File: src/rtl/key_entry_pkg.sv
// ============================================================================
// key_entry_pkg : key codes and FSM state type shared by the key_entry block
// Rev 1.0 - initial release
// ============================================================================
`default_nettype none

package key_entry_pkg;

    localparam logic [3:0] KEY_STAR = 4'hA;
    localparam logic [3:0] KEY_HASH = 4'hB;
    localparam logic [3:0] KEY_CLR  = 4'hC;

    typedef enum logic [2:0] {
        IDLE    = 3'd0,
        ENTRY   = 3'd1,
        CHECK   = 3'd2,
        OPEN    = 3'd3,
        LOCKOUT = 3'd4
    } state_t;

    function automatic logic is_digit(input logic [3:0] code);
        return (code <= 4'd9);
    endfunction

endpackage

`default_nettype wire

File: src/rtl/key_entry_timer.sv
// ============================================================================
// key_timer : loadable down-counter shared by the OPEN and LOCKOUT states
// Rev 1.0 - initial release
// ============================================================================
`default_nettype none

module key_timer #(
    parameter int W = 13
) (
    input  logic         clk,
    input  logic         reset_n,
    input  logic         i_load,
    input  logic [W-1:0] i_load_val,
    output logic         o_zero
);

    logic [W-1:0] r_cnt;

    always_ff @(posedge clk or negedge reset_n) begin
        if (!reset_n) begin
            r_cnt <= '0;
        end else if (i_load) begin
            r_cnt <= i_load_val;
        end else if (r_cnt != '0) begin
            r_cnt <= r_cnt - W'(1);
        end
    end

    // Flags the edge on which the count reaches zero, so a load of N
    // keeps the owning state alive for exactly N cycles.
    assign o_zero = (r_cnt == W'(1));

endmodule

`default_nettype wire

File: src/rtl/key_entry.sv
// ============================================================================
// key_entry : keypad entry buffer, password check, failed-attempt lockout
//             and open-state inactivity timeout
// Rev 1.0 - initial release
// ============================================================================
`default_nettype none

module key_entry
    import key_entry_pkg::*;
#(
    parameter int MAX_FAIL     = 3,
    parameter int LOCK_CYCLES  = 1000,
    parameter int OPEN_TIMEOUT = 5000
) (
    input  logic                          clk,
    input  logic                          reset_n,
    input  logic                          key_valid,
    input  logic [3:0]                    key_code,
    input  logic [15:0]                   pw,
    input  logic [15:0]                   pw_temp,
    input  logic                          pw_temp_valid,
    output logic [15:0]                   display,
    output logic [2:0]                    digit_cnt,
    output logic                          star,
    output logic                          hash,
    output logic                          correct,
    output logic                          pw_temp_reset,
    output logic                          locked,
    output logic [$clog2(MAX_FAIL+1)-1:0] fail_cnt
);

    localparam int FW   = $clog2(MAX_FAIL + 1);
    localparam int TMAX = (LOCK_CYCLES > OPEN_TIMEOUT) ? LOCK_CYCLES : OPEN_TIMEOUT;
    localparam int TW   = $clog2(TMAX + 1);

    state_t         r_state;
    state_t         w_state_nxt;
    logic [15:0]    r_display;
    logic [15:0]    w_display_nxt;
    logic [2:0]     r_digit_cnt;
    logic [2:0]     w_digit_cnt_nxt;
    logic [FW-1:0]  r_fail_cnt;
    logic [FW-1:0]  w_fail_cnt_nxt;
    logic [FW-1:0]  w_fail_inc;
    logic           r_star;
    logic           w_star_nxt;
    logic           r_hash;
    logic           w_hash_nxt;
    logic           r_ptr;
    logic           w_ptr_nxt;
    logic           w_tmr_load;
    logic [TW-1:0]  w_tmr_val;
    logic           w_tmr_zero;

    logic w_key_digit;
    logic w_key_star;
    logic w_key_hash;
    logic w_key_clr;
    logic w_hit_p;
    logic w_hit_t;

    assign w_key_digit = key_valid && is_digit(key_code);
    assign w_key_star  = key_valid && (key_code == KEY_STAR);
    assign w_key_hash  = key_valid && (key_code == KEY_HASH);
    assign w_key_clr   = key_valid && (key_code == KEY_CLR);
    assign w_hit_p     = (r_display == pw);
    assign w_hit_t     = pw_temp_valid && (r_display == pw_temp);
    assign w_fail_inc  = r_fail_cnt + FW'(1);

    key_timer #(
        .W (TW)
    ) u_timer (
        .clk        (clk),
        .reset_n    (reset_n),
        .i_load     (w_tmr_load),
        .i_load_val (w_tmr_val),
        .o_zero     (w_tmr_zero)
    );

    always_ff @(posedge clk or negedge reset_n) begin
        if (!reset_n) begin
            r_state     <= IDLE;
            r_display   <= '0;
            r_digit_cnt <= '0;
            r_fail_cnt  <= '0;
            r_star      <= 1'b0;
            r_hash      <= 1'b0;
            r_ptr       <= 1'b0;
        end else begin
            r_state     <= w_state_nxt;
            r_display   <= w_display_nxt;
            r_digit_cnt <= w_digit_cnt_nxt;
            r_fail_cnt  <= w_fail_cnt_nxt;
            r_star      <= w_star_nxt;
            r_hash      <= w_hash_nxt;
            r_ptr       <= w_ptr_nxt;
        end
    end

    always_comb begin
        w_state_nxt     = r_state;
        w_display_nxt   = r_display;
        w_digit_cnt_nxt = r_digit_cnt;
        w_fail_cnt_nxt  = r_fail_cnt;
        w_star_nxt      = 1'b0;
        w_hash_nxt      = 1'b0;
        w_ptr_nxt       = 1'b0;
        w_tmr_load      = 1'b0;
        w_tmr_val       = TW'(OPEN_TIMEOUT);

        case (r_state)
            IDLE, ENTRY, OPEN: begin
                if (w_key_digit) begin
                    w_display_nxt   = {r_display[11:0], key_code};
                    w_digit_cnt_nxt = (r_digit_cnt == 3'd4) ? 3'd4 : r_digit_cnt + 3'd1;
                    if (r_state == IDLE) begin
                        w_state_nxt = (r_digit_cnt == 3'd3) ? CHECK : ENTRY;
                    end else if (r_state == ENTRY && r_digit_cnt == 3'd3) begin
                        w_state_nxt = CHECK;
                    end
                end else if (w_key_star) begin
                    w_star_nxt = 1'b1;
                end else if (w_key_hash) begin
                    w_hash_nxt = 1'b1;
                end else if (w_key_clr) begin
                    w_display_nxt   = '0;
                    w_digit_cnt_nxt = '0;
                    w_state_nxt     = IDLE;
                end

                // Any accepted key keeps the door open; otherwise let it time out.
                if (r_state == OPEN && !w_key_clr) begin
                    if (w_key_digit || w_key_star || w_key_hash) begin
                        w_tmr_load = 1'b1;
                    end else if (w_tmr_zero) begin
                        w_state_nxt     = IDLE;
                        w_display_nxt   = '0;
                        w_digit_cnt_nxt = '0;
                    end
                end
            end

            CHECK: begin
                w_display_nxt   = '0;
                w_digit_cnt_nxt = '0;
                w_tmr_load      = 1'b1;
                if (w_hit_p || w_hit_t) begin
                    w_state_nxt    = OPEN;
                    w_fail_cnt_nxt = '0;
                    w_ptr_nxt      = w_hit_t && !w_hit_p;
                end else begin
                    w_fail_cnt_nxt = w_fail_inc;
                    if (w_fail_inc == FW'(MAX_FAIL)) begin
                        w_state_nxt = LOCKOUT;
                        w_tmr_val   = TW'(LOCK_CYCLES);
                    end else begin
                        w_state_nxt = IDLE;
                    end
                end
            end

            LOCKOUT: begin
                if (w_tmr_zero) begin
                    w_state_nxt    = IDLE;
                    w_fail_cnt_nxt = '0;
                end
            end

            default: begin
                w_state_nxt = IDLE;
            end
        endcase
    end

    assign display       = r_display;
    assign digit_cnt     = r_digit_cnt;
    assign star          = r_star;
    assign hash          = r_hash;
    assign pw_temp_reset = r_ptr;
    assign fail_cnt      = r_fail_cnt;
    assign correct       = (r_state == OPEN);
    assign locked        = (r_state == LOCKOUT);

endmodule

`default_nettype wire
File: config.mk
export PLATFORM = sky130hd
export DESIGN_NAME = key_entry
export DESIGN_NICKNAME = d
export VERILOG_FILES = /design/src/rtl/key_entry_pkg.sv /design/src/rtl/key_entry_timer.sv /design/src/rtl/key_entry.sv
export SDC_FILE = /design/constraint.sdc
export NUM_CORES = 1
export LEC_CHECK = 0
export CAP_MARGIN = 30
export CORE_MARGIN = 5
export CORE_UTILIZATION = 51
export CTS_BUF_LIST = sky130_fd_sc_hd__clkbuf_8
export CTS_CLUSTER_DIAMETER = 30
export DETAILED_ROUTE_END_ITERATION = 8
export HOLD_SLACK_MARGIN = 0.05
export PLACE_DENSITY_LB_ADDON = 0.15
export SYNTH_ARGS = -nofsm -noshare
export SYNTH_HDL_FRONTEND = slang
export SYNTH_HIERARCHICAL = 1
export SYNTH_SLANG_ARGS = --single-unit
File: constraint.sdc
create_clock -name clk -period 3.2 [get_ports clk]
set_input_delay 0.48 -clock clk [delete_from_list [all_inputs] [get_ports clk]]
set_output_delay 0.48 -clock clk [all_outputs]
set_load 0.01 [all_outputs]
# --- Word level (Yosys, flattened, before mapping) ---
# Cells that the tools add are included.
# W data, S select, Z words.
totals:
  ff_bits: 40
  input_bits: 40
  out_inout_bits: 26
  wordCells: 97
classes:
  addsub: 3
  order_cmp: 1
  eq_ne: 14
  n_mux: 51
  reduce_logical: 20
op_table:
  columns: ["op", "n"]
  rows:
  - ["$mux W16", 7]
  - ["$mux W13", 5]
  - ["$mux W3", 20]
  - ["$eq A16 B16 Y1", 2]
  - ["$pmux W16 S2", 1]
  - ["$eq A13 B1 Y1 const B", 1]
  - ["$reduce_bool A13 Y1", 1]
  - ["$sub A13 B1 Y13 const B", 1]
  - ["$eq A4 B4 Y1 const B", 3]
  - ["$mux W1", 11]
  - ["$eq A3 B2 Y1 const B", 3]
  - ["$pmux W3 S3", 1]
  - ["$logic_and A1 B1 Y1", 8]
  - ["$eq A3 B3 Y1 const B", 2]
  - ["$mux W2", 3]
  - ["$pmux W3 S2", 1]
  - ["$reduce_bool A2 Y1", 3]
  - ["$le A4 B4 Y1 const B", 1]
  - ["$pmux W2 S2", 1]
  - ["$add A3 B1 Y3 const B", 1]
  - ["$eq A3 B1 Y1 const B", 1]
  - ["$logic_not A3 Y1", 1]
  - ["$logic_or A1 B1 Y1", 3]
  - ["$reduce_or A3 Y1", 1]
  - ["6 further kinds", 7]

# --- Logic depth before layout (Yosys ltp) ---
# Gate-level depths: netlist of the first run.
depth:
  depth_word: 10
  depth_mapped: 10
  ltp_nobuf: 9

# --- Cells and area by module ---
# The synthesis of the first run kept the hierarchy.
modules_own_cells:
  columns: ["module", "n_inst", "cells_each", "area_each_um2"]
  rows:
  - ["key_entry", 1, 176, 1702.9]
  - ["key_timer", 1, 92, 830.8]

# --- Least setup slack after synthesis of the first run ---
# Ideal clock, no wire load.
synth_path:
  kind: "register to register"
  from: "reg u_timer.r_cnt[7]"
  to: "reg r_display[5] (netlist: display[5])"
  t_arrival_ns: 2.353
  required_time_ns: 3.079
  setup_slack_ns: 0.726
  path_stages_with_launch: 10
  n_path_buf: 2
  path_cell_list: "dfrtp_1 -> or4_1 -> buf_2 -> nor4_1 -> inv_1 -> o21ai_1 -> a21oi_2 -> a21o_2 -> buf_4 -> a22o_1"
synth_between:
  elab_chain_cells: 5
synth_lines:
  columns: ["item", "line_no", "rtl"]
  rows:
  - ["from (decl)", "key_entry_timer.sv:17", "logic [W-1:0] r_cnt;"]
  - ["from (signal assigned)", "key_entry_timer.sv:23", "r_cnt <= i_load_val;"]
  - ["from (signal assigned)", "key_entry_timer.sv:25", "r_cnt <= r_cnt - W'(1);"]
  - ["$eq A13 B1 Y1", "key_entry_timer.sv:31", "assign o_zero = (r_cnt == W'(1));"]
  - ["net w_tmr_zero", "key_entry.sv:53", "logic w_tmr_zero;"]
  - ["$mux W16", "key_entry.sv:135", "end else if (w_tmr_zero) begin"]
  - ["$mux W16", "key_entry.sv:133", "if (w_key_digit || w_key_star || w_key_hash) begin"]
  - ["$mux W16", "key_entry.sv:132", "if (r_state == OPEN && !w_key_clr) begin"]
  - ["$pmux W16 S2", "key_entry.sv:111", "case (r_state)"]
  - ["to (signal assigned)", "key_entry.sv:91", "r_display <= w_display_nxt;"]
  - ["to (decl)", "key_entry.sv:38", "logic [15:0] r_display;"]
# The timed path passes the listed nets, and every way through them passes these cells.
# A chain may end at the register's enable or synchronous reset.

# --- Worst setup path in the final report of the first run ---
layout_path:
  from: "reg u_timer.r_cnt[6]"
  to: "reg r_display[12] (netlist: display[12])"
# The elaborated chain is that of the path after synthesis.

==> impl_metrics.py, run 1 <==
metrics = {
    "grt": {
        "grt_max_degree": 41,
        "grt_use_total": 0.210,
        "grt_pass1_wl_mm": 10.4,
        "grt_overflow": 0,
        "antenna_found_initial": 0,
        "first_global_vias": 2093,
    },
    "synthesis": {
        "yosysTopAreaCellShare": 0.395,
        "avgSynthCellArea_um2": 9.45,
        "synth_adder_area_share": 0.0346,
        "synth_most_common_cell": "dfrtp_1",
        "ys_seq_area_frac": 0.395,
        "yosysTopAreaCell": "dfrtp_1",
        "synth_compound_area_frac": 0.189,
        "synth_ff_type": "dfrtp_1",
        "synthMuxAreaShare": 0.00840,
        "synth-edff-count": 0,
        "ys_ff_latch": 40,
        "yosys_warnings": 6,
        "synth.distinct_cells": 53,
        "synth-simple-area-share": 0.192,
        "ys_top_cells_by_area": "dfrtp_1 (40%), xor2_1 (11%), a22o_1 (5.5%), ha_1 (3.5%), nor4_1 (3.5%)",
        "postSynthCellCount": 268,
        "synth_area_um2": 2530,
        "yosys.area_share.xor_xnor": 0.135,
        "synth_top_family_by_area": "simple AND/OR/NAND/NOR gates",
        "async_flop_share": 1.00,
        "netlist_top_cells_count": "dfrtp_1 (40), xor2_1 (31), nor2_1 (20), nand2_1 (17), a22o_1 (16)",
    },
    "clocking": {
        "numCtsBuffers": 5,
        "root_buffer": "clkbuf_8",
        "clkLatencyLatePin_ns": 0.30,
        "htree_levels": 2,
        "post_cts_resized": 0,
        "post_cts_buffers": 0,
        "cts_hold_buf": 0,
        "cts_tree": "yes",
        "cts_sinks": 40,
        "path_clk_slew_ns": 0.08,
        "cts.path.max_buffers": 2,
    },
    "power_and_ir_drop": {
        "ir_worst_vdd_uv": 510,
        "power_density_nw_per_um2": 770,
        "p_leak_uw": 0.00143,
    },
    "placed_design": {
        "place_area_um2": 3230,
        "port_buffers": 65,
        "routabilityCongestion": 0.928,
        "dp_hpwl_mm": 4.92,
    },
    "route": {
        "avgRoutedWirePerCell_um": 15.8,
        "drtPass1Iterations": 4,
        "route.detailed.drc": 0,
        "wl_mm": 6.41,
        "postRouteAntennaNets": 0,
        "first_iter_violations": 165,
        "viasPerCell": 5.51,
        "vias": 2231,
    },
    "status": {
        "outcome": "complete, no violations",
    },
    "sta": {
        "tightest_slew_ns": 0.878,
        "post-route-min-period_ns": 2.77,
        "finalSetupTns_ns": 0,
        "period_share": 0.864,
        "slew_viol_final": 0,
        "finalSetupViolCount": 0,
        "hold_violations": 0,
        "finalClockSkew_ns": 0.00941,
        "fmax_mhz": 362,
        "slew-limit-headroom": 0.414,
        "rsz0062_at_grt": "no",
    },
    "worst_setup_path": {
        "required_ns": 3.38,
        "cp.depth": 7,
        "cp.arrival_ns": 2.94,
        "start_kind": "flop",
        "critPathKind": "reg2reg",
        "path_cells": "or4_1 -> nor4_1 -> inv_1 -> o21ai_1 -> a21oi_2 -> a21o_2 -> a22o_1",
        "endpoint_kind": "flop",
        "crit_slowest_cell": "or4_1",
        "worst_path_largest_cell_delay_ns": 0.62,
        "crit_fanout": 15,
        "crit_family": "simple AND/OR/NAND/NOR gates",
        "ff2ff_path_depth": 7,
        "path_buf_inv": 1,
    },
    "cells_and_area": {
        "layout.nets": 384,
        "drive_above_1_share": 0.0680,
        "diodes": 0,
        "syn_to_final_growth_pct": 30.9,
        "stdcell_area_um2": 3320,
    },
    "floorplan": {
        "core-area_um2": 4790,
        "die_w_um": 80.5,
        "io-pin-count": 66,
        "die-height_um": 80.5,
        "die_area_um2": 6480,
        "rows": 25,
        "start_util": 0.529,
    },
    "run": {
        "cap_violations": 0,
    },
    "min_path": {
        "hp-class": "in2async",
    },
}
==> kinds of logic (layout without fill, tap and decap cells) <==
kind of cell	after synthesis	in the layout
buffers and inverters	23	85
xor gates and xnor gates	39	39
AOI/OAI and AO/OA	66	66
and+or+nand+nor	89	89
adders and majority gates	7	7
muxes	2	2
DFF	40	40
other	2	10
==> layout by cell type (no fill, tap or decap), drive strengths merged, types with 2 or more instances in the layout <==
cell type      count
or3b               2
nor3b              2
dfrtp             40
conb              10
nor4              14
nor3               9
inv               12
or2                3
a311oi             2
a21boi             2
nand4              4
clkinv             3
ha                 7
nand3              3
o21ai             14
nor2              20
clkbuf             5
nand2b             7
nand2             17
xor2              31
o31ai              3
o211a              3
xnor2              8
clkdlybuf4s50     64
or4                3
a22o              16
a21oi             15
==> stage by stage <==
step	power [µW]	hold slack [ns]	utilization	instances	setup WS (ns)
6_report	2550	0.297	0.693	405	0.435
5_1_grt	2760	0.374	0.693	405	0.214
4_1_cts	2570	0.333	0.693	405	0.450
3_5_place_dp	2230	0.515	0.675	397	0.345
3_3_place_gp	2180	0.499	0.675	397	0.418
2_1_floorplan	1730	0.184	-	276	0.726
==> where the power goes <==
part           total (µW)  internal, µW  switching [µW]
registers            1000           713             291
clock network         334           152             182
logic                1220           641             575
total                2550          1510            1050
==> per-layer routing <==
metal  wire length [µm]  track usage  part of all wire  vias up
met3                353       0.0291             0.055        8
met5                  0            0                 0        -
met4                 81       0.0828             0.013        0
met2               3050        0.329              0.48       74
li1                   -            -                 -     1087
met1               2930        0.292              0.46     1062
==> state kept, by name, indices dropped and copies added (netlist names) <==
register / cells
star: 1
display: 16
u_timer/r_cnt: 13
r_state: 3
pw_temp_reset: 1
fail_cnt: 2
hash: 1
digit_cnt: 3
==> final cells by class <==
| type | instances | area [µm²] |
|---|---|---|
| clock buffer | 5 | 68.8 |
| clock inverter | 3 | 18.8 |
| fill | 377 | 1470 |
| inverter | 12 | 45.0 |
| multi-input combinational | 213 | 1450 |
| sequential | 40 | 1000 |
| tap | 67 | 83.8 |
| timing repair buffer | 65 | 646 |
==> worst paths after layout <==
| kind | start | end | slack (ns) |
|---|---|---|---|
| worst max-delay path | u_timer/r_cnt[6] | display[12] | 0.43 |
| worst min-delay path | reset_n | hash | 0.30 |
| worst max register to register | u_timer/r_cnt[6] | display[12] | 0.43 |
| worst min register to register | fail_cnt[1] | fail_cnt[1] | 0.53 |
| max in group asynchronous | reset_n | display[8] | 2.34 |
| min in group clk | fail_cnt[1] | fail_cnt[1] | 0.53 |
Power figures use the tool's default switching activity.
==> run 2: changes to the inputs <==
Settings changed: ABC_AREA set to 1, CORE_UTILIZATION 51 to 53, SKIP_LAST_GASP set to 1.
==> impl_metrics.py, run 2 <==
metrics = {
    "status": {
        "outcome": "complete, no violations",
    },
    "worst_setup_path": {
        "reg2reg_slack_ns": 1.16,
        "crit_path_start": "r_state[2]",
        "timing.rr.start": "r_state[2]",
        "reg2reg_to": "digit_cnt[0]",
        "ff2ff_path_depth": 5,
        "required_ns": 2.72,
        "cp-endpoint": "locked",
        "critPathKind": "reg2out",
        "start_kind": "flop",
        "endpoint_kind": "primary output",
        "cp.arrival_ns": 2.01,
        "crit_fanout": 21,
    },
    "placed_design": {
        "dp_hpwl_mm": 6.36,
        "port_buffers": 65,
        "routabilityCongestion": 0.906,
    },
    "synthesis": {
        "synth-edff-count": 0,
        "postSynthCellCount": 483,
        "synth.distinct_cells": 37,
        "ys_seq_area_frac": 0.327,
        "synth_most_common_cell": "nand2_1",
        "ys_top_cells_by_area": "dfrtp_1 (33%), nand2_1 (20%), inv_1 (9.9%), nor2_1 (6.3%), o21ai_0 (4.6%)",
        "synth_ff_type": "dfrtp_1",
        "netlist_top_cells_count": "nand2_1 (164), inv_1 (81), nor2_1 (51), dfrtp_1 (40), o21ai_0 (28)",
        "yosys_warnings": 6,
        "yosysTopAreaCellShare": 0.327,
        "synth_area_um2": 3060,
        "yosysTopAreaCell": "dfrtp_1",
        "ys_ff_latch": 40,
        "async_flop_share": 1.00,
        "avgSynthCellArea_um2": 6.34,
    },
    "clocking": {
        "post_cts_resized": 0,
        "htree_levels": 2,
        "root_buffer": "clkbuf_8",
        "cts_sinks": 40,
        "cts.path.max_buffers": 2,
        "cts_hold_buf": 0,
        "numCtsBuffers": 5,
        "clkLatencyLatePin_ns": 0.30,
        "cts_tree": "yes",
        "path_clk_slew_ns": 0.09,
        "post_cts_buffers": 0,
    },
    "power_and_ir_drop": {
        "power.share.combinational": 0.539,
        "power_density_nw_per_um2": 763,
        "power_uw": 2980,
        "p_leak_uw": 0.00207,
        "internal-power_uw": 1630,
        "switching_share": 0.453,
        "pwr-share-seq": 0.316,
        "ir_worst_vdd_uv": 506,
        "p_switching_uw": 1350,
        "p_clk_frac": 0.145,
    },
    "route": {
        "viasPerCell": 5.08,
        "vias": 3201,
        "wl_mm": 8.35,
        "drtPass1Iterations": 4,
        "avgRoutedWirePerCell_um": 13.2,
        "postRouteAntennaNets": 0,
        "route.detailed.drc": 0,
        "first_iter_violations": 213,
    },
    "cells_and_area": {
        "drive_above_1_share": 0.0806,
        "layout_commonest_cell": "nand2_1",
        "fillers": 500,
        "syn_to_final_growth_pct": 27.4,
        "layout_common_cells": "nand2_1 (164), inv_1 (81), clkdlybuf4s50_1 (64)",
        "layout.nets": 604,
        "diodes": 0,
        "largest_reg_flops": 16,
    },
    "floorplan": {
        "start_util": 0.549,
        "io-pin-count": 66,
        "core-area_um2": 5570,
        "die_area_um2": 7400,
        "die-height_um": 86.0,
        "rows": 27,
        "die_w_um": 86.0,
    },
    "sta": {
        "finalSetupViolCount": 0,
        "tightest_slew_ns": 0.920,
        "fmax_mhz": 402,
        "slew_viol_final": 0,
        "hold_violations": 0,
        "slew-limit-headroom": 0.387,
        "post-route-min-period_ns": 2.49,
        "period_share": 0.777,
        "finalSetupTns_ns": 0,
        "rsz0062_at_grt": "no",
        "finalClockSkew_ns": 0.0103,
    },
    "grt": {
        "grt_overflow": 0,
        "grt_use_total": 0.237,
        "grt_pass1_wl_mm": 14.1,
        "first_global_vias": 3053,
        "antenna_found_initial": 0,
        "grt_max_degree": 41,
    },
    "run": {
        "cap_violations": 0,
    },
    "min_path": {
        "hp-class": "in2async",
    },
}
[run 2: cell types whose count changed after synthesis, sizes merged, moves of 12 or more]
cell,before,now
nand2,17,168
inv,12,85
nor2,20,61
o21ai,14,44
xor2,31,1
a22o,16,0
nor4,14,0
nand3,3,16
o22ai,0,12
[run 2: how the worst min path moves through the flow]
stage	startpoint	end	slack [ns]
finish	reset_n	display[6]	0.31
global route	reset_n	u_timer/r_cnt[9]	0.38
CTS	reset_n	u_timer/r_cnt[3]	0.33
detailed placement	fail_cnt[0]	fail_cnt[0]	0.52
global placement	fail_cnt[0]	fail_cnt[0]	0.51
floorplan	reset_n	digit_cnt[0]	0.18
[run 2: cell type report]
type,instances,area (µm²),share of cell area
clock buffer,5,68.8,0.0176
clock inverter,3,46.3,0.0119
inverter,86,330,0.0847
multi-input combinational,357,1700,0.437
sequential,40,1000,0.257
tap,72,90.1,0.0231
timing repair buffer,67,661,0.169
[run 2: power by group through the flow]
stage                     clock (µW)  sequential [µW]  combinational (µW)
after floorplan                    0              958                 975
after global placement             0              938                1550
after detailed placement           0              945                1590
after CTS                        438              937                1600
after global routing             460              976                1810
final                            431              942                1600
[run 2: cell families after synthesis]
logic type,after synthesis,share of synthesized area
simple gates,266,0.372
buf+inv,94,0.127
compound gates,70,0.132
flops,40,0.327
fa+ha+maj,7,0.0286
xor+xnor,4,0.0114
other cells,2,0.00245
[run 2: layer usage]
layer  vias up  share of wire  GRT usage
li1       1638              -          -
met1      1441           0.46      0.315
met2       108           0.46      0.404
met3        14          0.059     0.0279
met4         0          0.016     0.0676
met5         -              0          0
[run 2: per-stage QoR]
stage / hold WS (ns) / std cells / cell area (µm²) / utilization / setup WS [ns]
finish: 0.313 / 630 / 3900 / 0.700 / 0.714
global route: 0.383 / 630 / 3900 / 0.700 / 0.575
CTS: 0.332 / 630 / 3900 / 0.700 / 0.701
detailed placement: 0.517 / 622 / 3790 / 0.679 / 0.720
global placement: 0.510 / 622 / 3790 / 0.679 / 0.821
floorplan: 0.184 / 491 / 3090 / - / 1.52
[run 2: worst max-delay path, stage by stage (launching register included)]
cell and delay, ns:
dfrtp_1 0.44, inv_1 0.36, nor3_2 0.31, clkdlybuf4s50_1 0.59
==> run 3: changes to the inputs <==
Settings changed: CORE_UTILIZATION 53 to 48.
Clock period 3.2 ns to 2.09 ns, I/O delays scaled along.
==> impl_metrics.py, run 3 (synthesis gave the netlist of run 2 again) <==
metrics = {
    "worst_setup_path": {
        "timing.rr.start": "display[7]",
        "start_kind": "flop",
        "crit_path_start": "r_state[0]",
        "reg2reg_slack_ns": 0.29,
        "cp-endpoint": "correct",
        "endpoint_kind": "primary output",
        "required_ns": 1.78,
        "critPathKind": "reg2out",
        "reg2reg_to": "u_timer/r_cnt[12]",
        "ff2ff_path_depth": 13,
        "cp.arrival_ns": 1.61,
        "crit_fanout": 5,
    },
    "sta": {
        "period_share": 0.919,
        "post-route-min-period_ns": 1.92,
        "slew_viol_final": 0,
        "finalSetupViolCount": 0,
        "finalClockSkew_ns": 0.00957,
        "worst_slack_ns": 0.170,
        "fmax_mhz": 521,
        "rsz0062_at_grt": "no",
        "hold_violations": 0,
        "holdWs_ns": 0.0826,
        "tightest_slew_ns": 0.537,
        "slew-limit-headroom": 0.642,
    },
    "placed_design": {
        "dp_hpwl_mm": 6.15,
        "routabilityCongestion": 0.889,
        "place_ws_ns": -0.0798,
        "port_buffers": 65,
    },
    "power_and_ir_drop": {
        "power_density_nw_per_um2": 1130,
        "p_leak_uw": 0.00211,
        "power_uw": 4480,
        "ir_worst_vdd_uv": 815,
    },
    "grt": {
        "first_global_vias": 2881,
        "grt_overflow": 0,
        "grt_pass1_wl_mm": 13.1,
        "grt_use_total": 0.193,
        "grt_max_degree": 41,
        "antenna_found_initial": 0,
    },
    "run": {
        "cap_violations": 0,
    },
    "clocking": {
        "cts_sinks": 40,
        "htree_levels": 2,
        "cts_hold_buf": 0,
        "root_buffer": "clkbuf_8",
        "path_clk_slew_ns": 0.08,
        "cts_tree": "yes",
        "post_cts_resized": 0,
        "clkLatencyLatePin_ns": 0.29,
        "post_cts_buffers": 0,
        "cts.path.max_buffers": 2,
        "numCtsBuffers": 5,
    },
    "route": {
        "viasPerCell": 4.88,
        "drtPass1Iterations": 4,
        "vias": 3147,
        "postRouteAntennaNets": 0,
        "route.detailed.drc": 0,
        "avgRoutedWirePerCell_um": 12.3,
        "first_iter_violations": 150,
        "wl_mm": 7.92,
    },
    "status": {
        "outcome": "complete, no violations",
    },
    "cells_and_area": {
        "largest_reg_flops": 16,
        "diodes": 0,
        "layout_common_cells": "nand2_1 (164), inv_1 (81), clkdlybuf4s50_1 (64)",
        "syn_to_final_growth_pct": 29.9,
        "layout.nets": 614,
        "regArea_um2": 1000,
        "fillers": 605,
        "final_util": 0.634,
        "layout_commonest_cell": "nand2_1",
        "multi_input_area_um2": 1700,
        "drive_above_1_share": 0.0968,
    },
    "min_path": {
        "hp-class": "in2async",
    },
    "floorplan": {
        "io-pin-count": 66,
        "die_area_um2": 8080,
        "core-area_um2": 6280,
        "rows": 29,
        "start_util": 0.488,
        "die_w_um": 89.9,
        "die-height_um": 89.9,
    },
}
==> run 3: changes by cell type in the layout (fill, tap and decap cells not counted) <==
cell / previous run / this run
buf_12: 0 / 1
buf_4: 2 / 11
bufinv_16: 1 / 0
clkbuf_8: 5 / 6
clkinvlp_4: 1 / 2
inv_6: 1 / 0
==> run 3: how the worst min path moves through the flow <==
stage / start / end / depth (start not counted)
floorplan: reset_n / digit_cnt[0] / 0
global placement: reset_n / display[13] / 2
detailed placement: reset_n / display[13] / 2
finish: reset_n / display[8] / 2
global route: reset_n / display[1] / 2
CTS: reset_n / display[1] / 2
==> run 3: final cells by class <==
cell class | instances | area share
multi-input cells | 357 | 0.428
flip-flops and latches | 40 | 0.252
repair buffers | 77 | 0.188
inverters | 86 | 0.0830
well taps | 77 | 0.0242
clock buffers | 6 | 0.0208
clock inverters | 2 | 0.00377
==> run 3: worst max-delay path, cell delays in order (launching register included) <==
cell	delay, ns
dfrtp_1	0.47
inv_2	0.08
nor3_4	0.20
clkdlybuf4s50_1	0.56
==> run 3: power by group <==
part           internal (µW)  total, µW  switching (µW)
clock network            268        559             291
logic                   1080       2490            1410
registers               1100       1440             338
total                   2450       4480            2040
==> run 3: per-layer routing <==
metal | global-route usage | share of wire | vias up
met5 | 0 | 0 | -
met2 | 0.310 | 0.46 | 75
met3 | 0.0326 | 0.049 | 6
met4 | 0.0546 | 0.0095 | 0
li1 | - | - | 1660
met1 | 0.267 | 0.48 | 1406
==> run 3: per-stage QoR <==
stage | std cells | instance area (µm²) | setup TNS [ns]
5_1_grt | 645 | 3980 | 0
4_1_cts | 645 | 3980 | 0
6_report | 645 | 3980 | 0
3_5_place_dp | 637 | 3880 | -0.210
3_3_place_gp | 637 | 3880 | -0.0407
2_1_floorplan | 491 | 3090 | 0
